<file path="src/rtl/wb_port_arbiter.sv">
// ---------------------------------------------------------------------------
// wb_port_arbiter
//
// Shares register file write port 3 between the in-order pipeline writeback
// stage and a long-latency unit (mul/div, load-miss return). Pipeline
// writes always win. Long-latency results either bypass straight onto the
// port when it is idle and nothing is queued, or wait in a small FIFO that
// drains whenever the pipeline leaves the port free. A starvation counter
// raises wb_stall so that a queued result cannot be denied forever. A
// 32-bit pending scoreboard tracks destination registers whose long-latency
// result has not yet been written, so decode can detect RAW and WAW hazards.
//
// Parameters
//   DEPTH       FIFO entries. Must be a power of two and at least 2.
//   MAX_WAIT    denied cycles a non-empty FIFO tolerates before wb_stall.
//
// Ports
//   clk, reset          clock, synchronous active-high reset
//   wb_valid/rd/data    pipeline writeback request
//   lu_valid/rd/data    long-latency result offer
//   lu_ready            result accepted on lu_valid && lu_ready
//   issue_valid/rd      decode issuing a long-latency op
//   issue_ready         issue to issue_rd is legal (not pending or x0)
//   rs1, rs2            decode source registers
//   raw_hazard          rs1 or rs2 has an outstanding long-latency result
//   wb_stall            registered; pipeline must hold wb_valid low
//   write_en3/addr3/write_data3  register file write port, committed on negedge
// ---------------------------------------------------------------------------
module wb_port_arbiter #(
    parameter int DEPTH    = 2,
    parameter int MAX_WAIT = 4
) (
    input  logic        clk,
    input  logic        reset,
    input  logic        wb_valid,
    input  logic [4:0]  wb_rd,
    input  logic [31:0] wb_data,
    input  logic        lu_valid,
    input  logic [4:0]  lu_rd,
    input  logic [31:0] lu_data,
    output logic        lu_ready,
    input  logic        issue_valid,
    input  logic [4:0]  issue_rd,
    output logic        issue_ready,
    input  logic [4:0]  rs1,
    input  logic [4:0]  rs2,
    output logic        raw_hazard,
    output logic        wb_stall,
    output logic        write_en3,
    output logic [4:0]  addr3,
    output logic [31:0] write_data3
);

    localparam int AW = (DEPTH > 1) ? $clog2(DEPTH) : 1;
    localparam int CW = $clog2(MAX_WAIT + 1) + 1;

    localparam logic [AW:0]   LP_FULL      = (AW + 1)'(DEPTH);
    localparam logic [CW-1:0] LP_WAIT_LAST = CW'(MAX_WAIT - 1);
    localparam logic [CW-1:0] LP_WAIT_MAX  = CW'(MAX_WAIT);

    // FIFO storage (data path, not reset)
    logic [4:0]    r_fifo_rd   [DEPTH];
    logic [31:0]   r_fifo_data [DEPTH];

    // Control state
    logic [AW-1:0] r_wptr;
    logic [AW-1:0] r_rptr;
    logic [AW:0]   r_count;
    logic [31:0]   r_pending;
    logic [CW-1:0] r_wait_cnt;
    logic          r_wb_stall;

    // Combinational decisions
    logic          w_empty;
    logic          w_full;
    logic [4:0]    w_head_rd;
    logic [31:0]   w_head_data;
    logic          w_wb_req;
    logic          w_head_grant;
    logic          w_head_denied;
    logic          w_bypass;
    logic          w_lu_ready;
    logic          w_push;
    logic          w_issue_ready;
    logic          w_we;
    logic [4:0]    w_addr;
    logic [31:0]   w_data;
    logic [31:0]   w_set_mask;
    logic [31:0]   w_clr_mask;
    logic [31:0]   w_pending_nxt;

    assign w_empty     = (r_count == '0);
    assign w_full      = (r_count == LP_FULL);
    assign w_head_rd   = r_fifo_rd[r_rptr];
    assign w_head_data = r_fifo_data[r_rptr];

    // A pipeline write to x0 is a no-op and leaves the port free.
    assign w_wb_req      = wb_valid && (wb_rd != 5'd0);
    assign w_head_grant  = !reset && !w_wb_req && !w_empty;
    assign w_head_denied = !w_empty && !w_head_grant;
    // Bypass only when nothing is queued, so results stay in order.
    assign w_bypass      = !reset && !w_wb_req && w_empty && lu_valid && (lu_rd != 5'd0);

    // A full FIFO can still accept when its head leaves this cycle.
    assign w_lu_ready = !reset && (!w_full || w_head_grant);
    // x0 results are accepted but never stored.
    assign w_push     = lu_valid && w_lu_ready && !w_bypass && (lu_rd != 5'd0);

    // pending[0] is always 0, so x0 is always issuable and never a hazard.
    assign w_issue_ready = !r_pending[issue_rd];

    always_comb begin
        w_we   = 1'b0;
        w_addr = 5'd0;
        w_data = 32'd0;
        if (!reset && w_wb_req) begin
            w_we   = 1'b1;
            w_addr = wb_rd;
            w_data = wb_data;
        end else if (w_head_grant) begin
            w_we   = 1'b1;
            w_addr = w_head_rd;
            w_data = w_head_data;
        end else if (w_bypass) begin
            w_we   = 1'b1;
            w_addr = lu_rd;
            w_data = lu_data;
        end
    end

    // Set and clear never target the same register: issue_ready blocks issue
    // to a pending rd, and only pending rds have results in flight.
    always_comb begin
        w_set_mask = 32'd0;
        w_clr_mask = 32'd0;
        if (issue_valid && w_issue_ready && (issue_rd != 5'd0)) begin
            w_set_mask[issue_rd] = 1'b1;
        end
        if (w_head_grant) begin
            w_clr_mask[w_head_rd] = 1'b1;
        end else if (w_bypass) begin
            w_clr_mask[lu_rd] = 1'b1;
        end
        w_pending_nxt    = (r_pending & ~w_clr_mask) | w_set_mask;
        w_pending_nxt[0] = 1'b0;
    end

    always_ff @(posedge clk) begin
        if (w_push) begin
            r_fifo_rd[r_wptr]   <= lu_rd;
            r_fifo_data[r_wptr] <= lu_data;
        end
    end

    always_ff @(posedge clk) begin
        if (reset) begin
            r_wptr     <= '0;
            r_rptr     <= '0;
            r_count    <= '0;
            r_pending  <= 32'd0;
            r_wait_cnt <= '0;
            r_wb_stall <= 1'b0;
        end else begin
            // Pointers wrap naturally because DEPTH is a power of two.
            if (w_push) begin
                r_wptr <= r_wptr + 1'b1;
            end
            if (w_head_grant) begin
                r_rptr <= r_rptr + 1'b1;
            end
            case ({w_push, w_head_grant})
                2'b10:   r_count <= r_count + 1'b1;
                2'b01:   r_count <= r_count - 1'b1;
                default: r_count <= r_count;
            endcase

            r_pending <= w_pending_nxt;

            // Saturating count of consecutive cycles the head was refused.
            if (w_head_denied) begin
                if (r_wait_cnt != LP_WAIT_MAX) begin
                    r_wait_cnt <= r_wait_cnt + 1'b1;
                end
            end else begin
                r_wait_cnt <= '0;
            end

            // Stall after the MAX_WAIT-th denied cycle; release once the head
            // has been written.
            if (w_head_denied && (r_wait_cnt >= LP_WAIT_LAST)) begin
                r_wb_stall <= 1'b1;
            end else if (w_head_grant) begin
                r_wb_stall <= 1'b0;
            end
        end
    end

    assign lu_ready    = w_lu_ready;
    assign issue_ready = w_issue_ready;
    assign raw_hazard  = r_pending[rs1] | r_pending[rs2];
    assign wb_stall    = r_wb_stall;
    assign write_en3   = w_we;
    assign addr3       = w_addr;
    assign write_data3 = w_data;

endmodule

</file>
<file path="config.mk">
export PLATFORM = sky130hd
export DESIGN_NAME = wb_port_arbiter
export DESIGN_NICKNAME = d
export VERILOG_FILES = /design/src/rtl/wb_port_arbiter.sv
export SDC_FILE = /design/constraint.sdc
export NUM_CORES = 1
export LEC_CHECK = 0
export BUFFER_PORTS_ARGS = -buffer_cell sky130_fd_sc_hd__buf_2
export CAP_MARGIN = 20
export CORE_ASPECT_RATIO = 1.5
export CORE_MARGIN = 5
export CORE_UTILIZATION = 36
export CTS_BUF_LIST = sky130_fd_sc_hd__clkbuf_2
export DETAILED_ROUTE_END_ITERATION = 10
export PLACE_DENSITY_LB_ADDON = 0.2
export SKIP_CTS_REPAIR_TIMING = 1
export SYNTH_ARGS = -nofsm -noshare
export SYNTH_HDL_FRONTEND = slang
export SYNTH_SLANG_ARGS = --single-unit
</file>
<file path="constraint.sdc">
create_clock -name clk -period 4.2 [get_ports clk]
set_input_delay 0.63 -clock clk [delete_from_list [all_inputs] [get_ports clk]]
set_output_delay 0.63 -clock clk [all_outputs]
set_load 0.05 [all_outputs]
</file>
Word level (Yosys, flattened, before mapping)
Memory sizes are Yosys's and may differ from the RTL's. A register that Yosys moved wholly into a read port is not among the register bits.
Cells that the tools add are included.
{ "word_totals": {"input_bits": 94, "ff_bits": 41, "memories": 2, "ramBits": 74, "word_cells": 98} }
{ "classes": {"eq_ne": 4, "muxes": 33, "order_cmp": 9, "n_bitwise": 5, "addsub": 5, "reduce_logical": 33} }
{ "memory_table": {"columns": ["name", "words", "word_bits", "read_ports", "rd_clocked_by_memory_dff", "wr", "line", "rtl"], "rows": [
  ["r_fifo_data", 2, 32, 1, 1, 1, "63", "logic [31:0] r_fifo_data [DEPTH];"],
  ["r_fifo_rd", 2, 5, 1, 1, 1, "62", "logic [4:0] r_fifo_rd [DEPTH];"]
]} }
{ "ops": {"columns": ["cell", "count"], "rows": [
  ["$mux 32", 6],
  ["$and 32x32->32", 1],
  ["$not 32->32", 1],
  ["$or 32x32->32", 1],
  ["$lt 5x6->1 const B", 5],
  ["$logic_and 1x1->1", 18],
  ["$mux 1", 17],
  ["$bmux 1 s5", 3],
  ["$demux 1 s5", 3],
  ["$ge 5x1->1 const B", 3],
  ["$mux 5", 3],
  ["$reduce_bool 5->1", 3],
  ["$logic_not 1->1", 7],
  ["$add 4x1->4 const B", 1],
  ["$eq 2x2->1 const B", 2],
  ["$ge 4x2->1 const B", 1],
  ["$ne 4x3->1 const B", 1],
  ["$pmux 2 s2", 1],
  ["$reduce_bool 2->1", 2],
  ["$add 1x1->1 const B", 2],
  ["$add 2x1->2 const B", 1],
  ["$eq 2x1->1 const B", 1],
  ["$logic_not 2->1", 1],
  ["$reduce_or 2->1", 1],
  ["other kinds (4)", 4]
]} }

Logic depth before layout (Yosys ltp)
{ "depth": {"word_depth": 12, "ltp_mapped": 10} }

Worst setup path after synthesis
Ideal clock, no wire load.
{ "synth_path": {"path_type": "in2reg", "startpoint": "in wb_rd[2]", "endpoint": "mem r_fifo_data[0][0] (enable)", "slack_ns": 0.606, "stages": 4, "t_arrival_ns": 3.163, "setup_time_ns": 0.431, "n_path_buf": 0, "required_ns": 3.769, "cell_sequence": "or4_4 o2111ai_1 nand3_1 nor2_1"} }
{ "synth_via": {"elab_chain_cells": 12} }
{ "synth_lines": {"columns": ["element", "line", "rtl"], "rows": [
  ["start, declared", "36", "input logic [4:0] wb_rd,"],
  ["$reduce_bool 5->1 (*)", "98", "assign w_wb_req = wb_valid && (wb_rd != 5'd0);"],
  ["$logic_and 1x1->1 (*)", "98", null],
  ["$logic_not 1->1 (*)", "99, 102", null],
  ["$logic_and 1x1->1 (*)", "99, 102", null],
  ["$logic_and 1x1->1 (on tied branches)", "99, 102", null],
  ["$logic_or 1x1->1 / $logic_and 1x1->1 (equally long branches)", "105, 102", null],
  ["$logic_and 1x1->1 (on tied branches)", "105, 102", null],
  ["$logic_and 1x1->1 / $logic_not 1->1 (equally long branches)", "107", "assign w_push = lu_valid && w_lu_ready && !w_bypass && (lu_rd != 5'd0);"],
  ["$logic_and 1x1->1 (*) (2 in series)", "107", null],
  ["$mux 1 (*)", "149", "if (w_push) begin"],
  ["$mux 1 (not written as such) (*)", "151", "r_fifo_data[r_wptr] <= lu_data;"],
  ["end, declared", "63", null]
]} }
Mark *: on every way between the ends. The rest lies on a longest branch, timed or not.

Worst setup path after layout
{ "layout_path": {"startpoint": "reg r_count[0]", "endpoint": "out write_data3[0]"} }
{ "layout_via": {"elab_chain_cells": 7} }
{ "layout_lines": {"columns": ["element", "line", "rtl"], "rows": [
  ["start, declared", "68", "logic [AW:0] r_count;"],
  ["start signal, assigned", "172", "2'b10: r_count <= r_count + 1'b1;"],
  ["start signal, assigned", "173", "2'b01: r_count <= r_count - 1'b1;"],
  ["start signal, assigned", "174", "default: r_count <= r_count;"],
  ["$logic_not 2->1 (*)", "92", "assign w_empty = (r_count == '0);"],
  ["$logic_and 1x1->1 (3 in series)", "102", "assign w_bypass = !reset && !w_wb_req && w_empty && lu_valid && (lu_rd != 5'd0);"],
  ["$mux 32", "124", "end else if (w_bypass) begin"],
  ["$mux 32 (*)", "120", "end else if (w_head_grant) begin"],
  ["$mux 32 (*)", "116", "if (!reset && w_wb_req) begin"],
  ["end, declared", "51", "output logic [31:0] write_data3"]
]} }
Marks and branches as above.

==> run metrics <==
CP endpoint kind=output pin; first-pass GRT wire length=29.2 mm; start of the worst register-to-register path=r_count[0]$_SDFFE_PP0P_; Synth top area share=0.325; worst reg-to-reg setup slack=1.62 ns; multi-input logic area=0.00344 mm^2; Yosys warning total=0; vias=5260; first drt pass iteration count=4; num rows=61; Critical Path Most Common Cell=nor2_1; H-tree depth=4; clk_lat worst skew=0.65 ns; Root Buffer=clkbuf_2; post-detailed-route count of antenna-violating nets=0; hold path depth=1; Syn Nets=roughly 670; crit path launch=r_count[0]$_SDFFE_PP0P_; Worst-Margin Slew=a little over 0.8 ns; Worst path max stage delay=0.57 ns; clock sinks=approximately 120; min Tclk post-route=approximately 3.5 ns; Arr. time, crit path=approximately 2.8 ns; # placed instances=929; internal power=1.69 mW; Yosys top cell by area=edfxtp_1; most frequent cells in the layout=135 x buf_2, 74 x edfxtp_1, 49 x nor2_1, 40 x dfxtp_1; hold endpoint=r_fifo_data[0][7]$_DFFE_PP_; Gate power share=0.216; reg2reg end=r_count[1]$_SDFFE_PP0P_; final WL=18.7 mm; Clock transition at path regs=roughly 0.21 ns; Die X=123 um; CP Buf/Inv Count=2; RSZ-0062 raised after global routing=false; vias in the first global route=approximately 5400; Max Fclk=about 0.29 GHz; slowest CP cell=dfxtp_1; Num CTS Buffers=17; share of layout cells above drive strength 1=0.444; Clock power frac=0.289; Seq pwr share=0.495; Core Region=0.0186 mm^2; leak pwr=between 2 and 3 nW; initial antenna violation count=1; maxcap violations=0; Worst Min Path Start=lu_data[7]; GRT Util Overall=0.171; final non-filler cell total=a little under 1000; Syn Std Cell Area=about 0.0068 mm^2; Slew headroom=0.438; num ports=136; delay-heaviest family, CP=simple AND/OR/NAND/NOR gates; Crit Path Class=register to output pin; Max Slew Vio Count=0; Peak VDD IR=0.121 mV; Die Y=179 um; GP Congestion=about 0.86; GRT overflow=0; Vias/cell=5.47; initial core utilization=0.368; final setup vio count=0; R2R depth=7; Nets=793; post-synthesis cell count=570; Final period util=0.827; commonest non-fill, non-tap cell in the layout=buf_2; Filler cells=1840; WP depth=7; Worst Skew=0.0342 ns; CTS tree=built; DP HPWL=14.1 mm; Die Footprint=approximately 0.022 mm^2; DRC Markers=0; largest cells by area after synthesis=edfxtp_1 32%, dfxtp_1 12%, a221oi_2 6.6%; sequential element share of the synthesized area=0.445; TNS Setup=0 ns; Reg area=0.00304 mm^2; crit-path max FO=35; drt wl/cell=roughly 20 um; status=finished, final reports clean; WP data required=3.57 ns; synthesized flop and latch total=115; Critical Path, Cell by Cell=nor2_1, nor2_2, nand2_4, inv_6, a221oi_1, nor2_1, buf_2; EDFF count, synth=74; CTS max path bufs=2; Hold Fails Final Rpt=0; switching pwr=847 uW; sw frac=0.334; crit path launch type=register; largest net degree at the start of global routing=40; Cell variety after synth=61; Power Dens Cells=323 mW/mm^2; Avg Inst Size Synth=12.0 um^2; total power=2.53 mW; initial drt markers=398; asr flop ratio synth=0; Hold Path Class=primary input to register; ys flop type=edfxtp_1; Area Overhead vs Synth=14.6%; IO Port Bufs=~140
-- Yosys cell counts, drive strengths merged (2+ instances only) --
| master | number |
|---|---|
| or3 | 9 |
| clkbuf | 21 |
| o221ai | 33 |
| o21ai | 42 |
| nor3 | 8 |
| a221oi | 34 |
| nor2 | 83 |
| edfxtp | 74 |
| nand3 | 13 |
| nand2b | 8 |
| dlygate4sd1 | 2 |
| nand3b | 7 |
| xnor2 | 4 |
| a22oi | 4 |
| buf | 14 |
| nand2 | 18 |
| nor2b | 37 |
| dfxtp | 41 |
| ha | 3 |
| o22ai | 2 |
| inv | 8 |
| mux4 | 18 |
| nand4b | 4 |
| a21oi | 4 |
| nor3b | 3 |
| nand4 | 7 |
| or3b | 2 |
| mux2 | 37 |
| mux2i | 16 |
-- sequential cells by signal (all words and copies together) (netlist names), named ones only --
name         count
r_fifo_data     64
r_wptr           1
r_count          2
wb_stall         1
r_rptr           1
r_wait_cnt       4
r_pending       31
r_fifo_rd       10
-- metal layers --
layer / routed length, um / vias up / global-route usage
li1: - / 2485 / -
met1: 7420 / 2566 / 0.198
met2: 9920 / 178 / 0.308
met3: 1010 / 31 / 0.0303
met4: 386 / 0 / 0.0715
met5: 0 / - / 0
-- stage by stage --
step                       util  hold slack, ns  setup slack [ns]  area [um^2]
after floorplan               -           0.481             0.606         6840
after global placement    0.408           0.501             0.821         7590
after detailed placement  0.408           0.501             0.782         7590
after CTS                 0.421           0.106             0.633         7840
after global routing      0.421          0.0999             0.461         7840
final                     0.421           0.177             0.727         7840
-- logic make-up (layout without fill, tap and decap cells) --
group           count (synthesis)  after routing  share of synthesized area
simple gates                  205            205                      0.181
compound gates                126            126                      0.165
flops                         115            115                      0.445
mux                            71             71                      0.144
buf+inv                        45            184                     0.0545
xor+xnor                        5              5                    0.00640
fa+ha+maj                       3              3                    0.00549
other cells                     0              1                          0
-- worst max path at each step --
stage,slack (ns),endpoint
global placement,0.82,write_data3[31]
finish,0.73,write_data3[0]
CTS,0.63,write_data3[31]
global route,0.46,write_data3[0]
detailed placement,0.78,write_data3[31]
floorplan,0.61,r_fifo_data[0][0]$_DFFE_PP_
-- power groups by stage --
stage,Combinational (mW),Clock (mW),Sequential (mW)
finish,0.548,0.733,1.25
detailed placement,0.551,0,1.28
floorplan,0.414,0,1.27
CTS,0.552,0.760,1.25
global placement,0.545,0,1.28
global route,0.586,0.811,1.26
-- layout make-up --
type	count	share of cell area
diodes	1	0.000319
clock buffers	17	0.0109
clock inverters	15	0.0203
inverters	8	0.00447
multi-input cells	410	0.439
flip-flops and latches	115	0.388
well taps	252	0.0402
repair buffers	144	0.0964
Note: power is estimated with default switching activity, not from simulation.
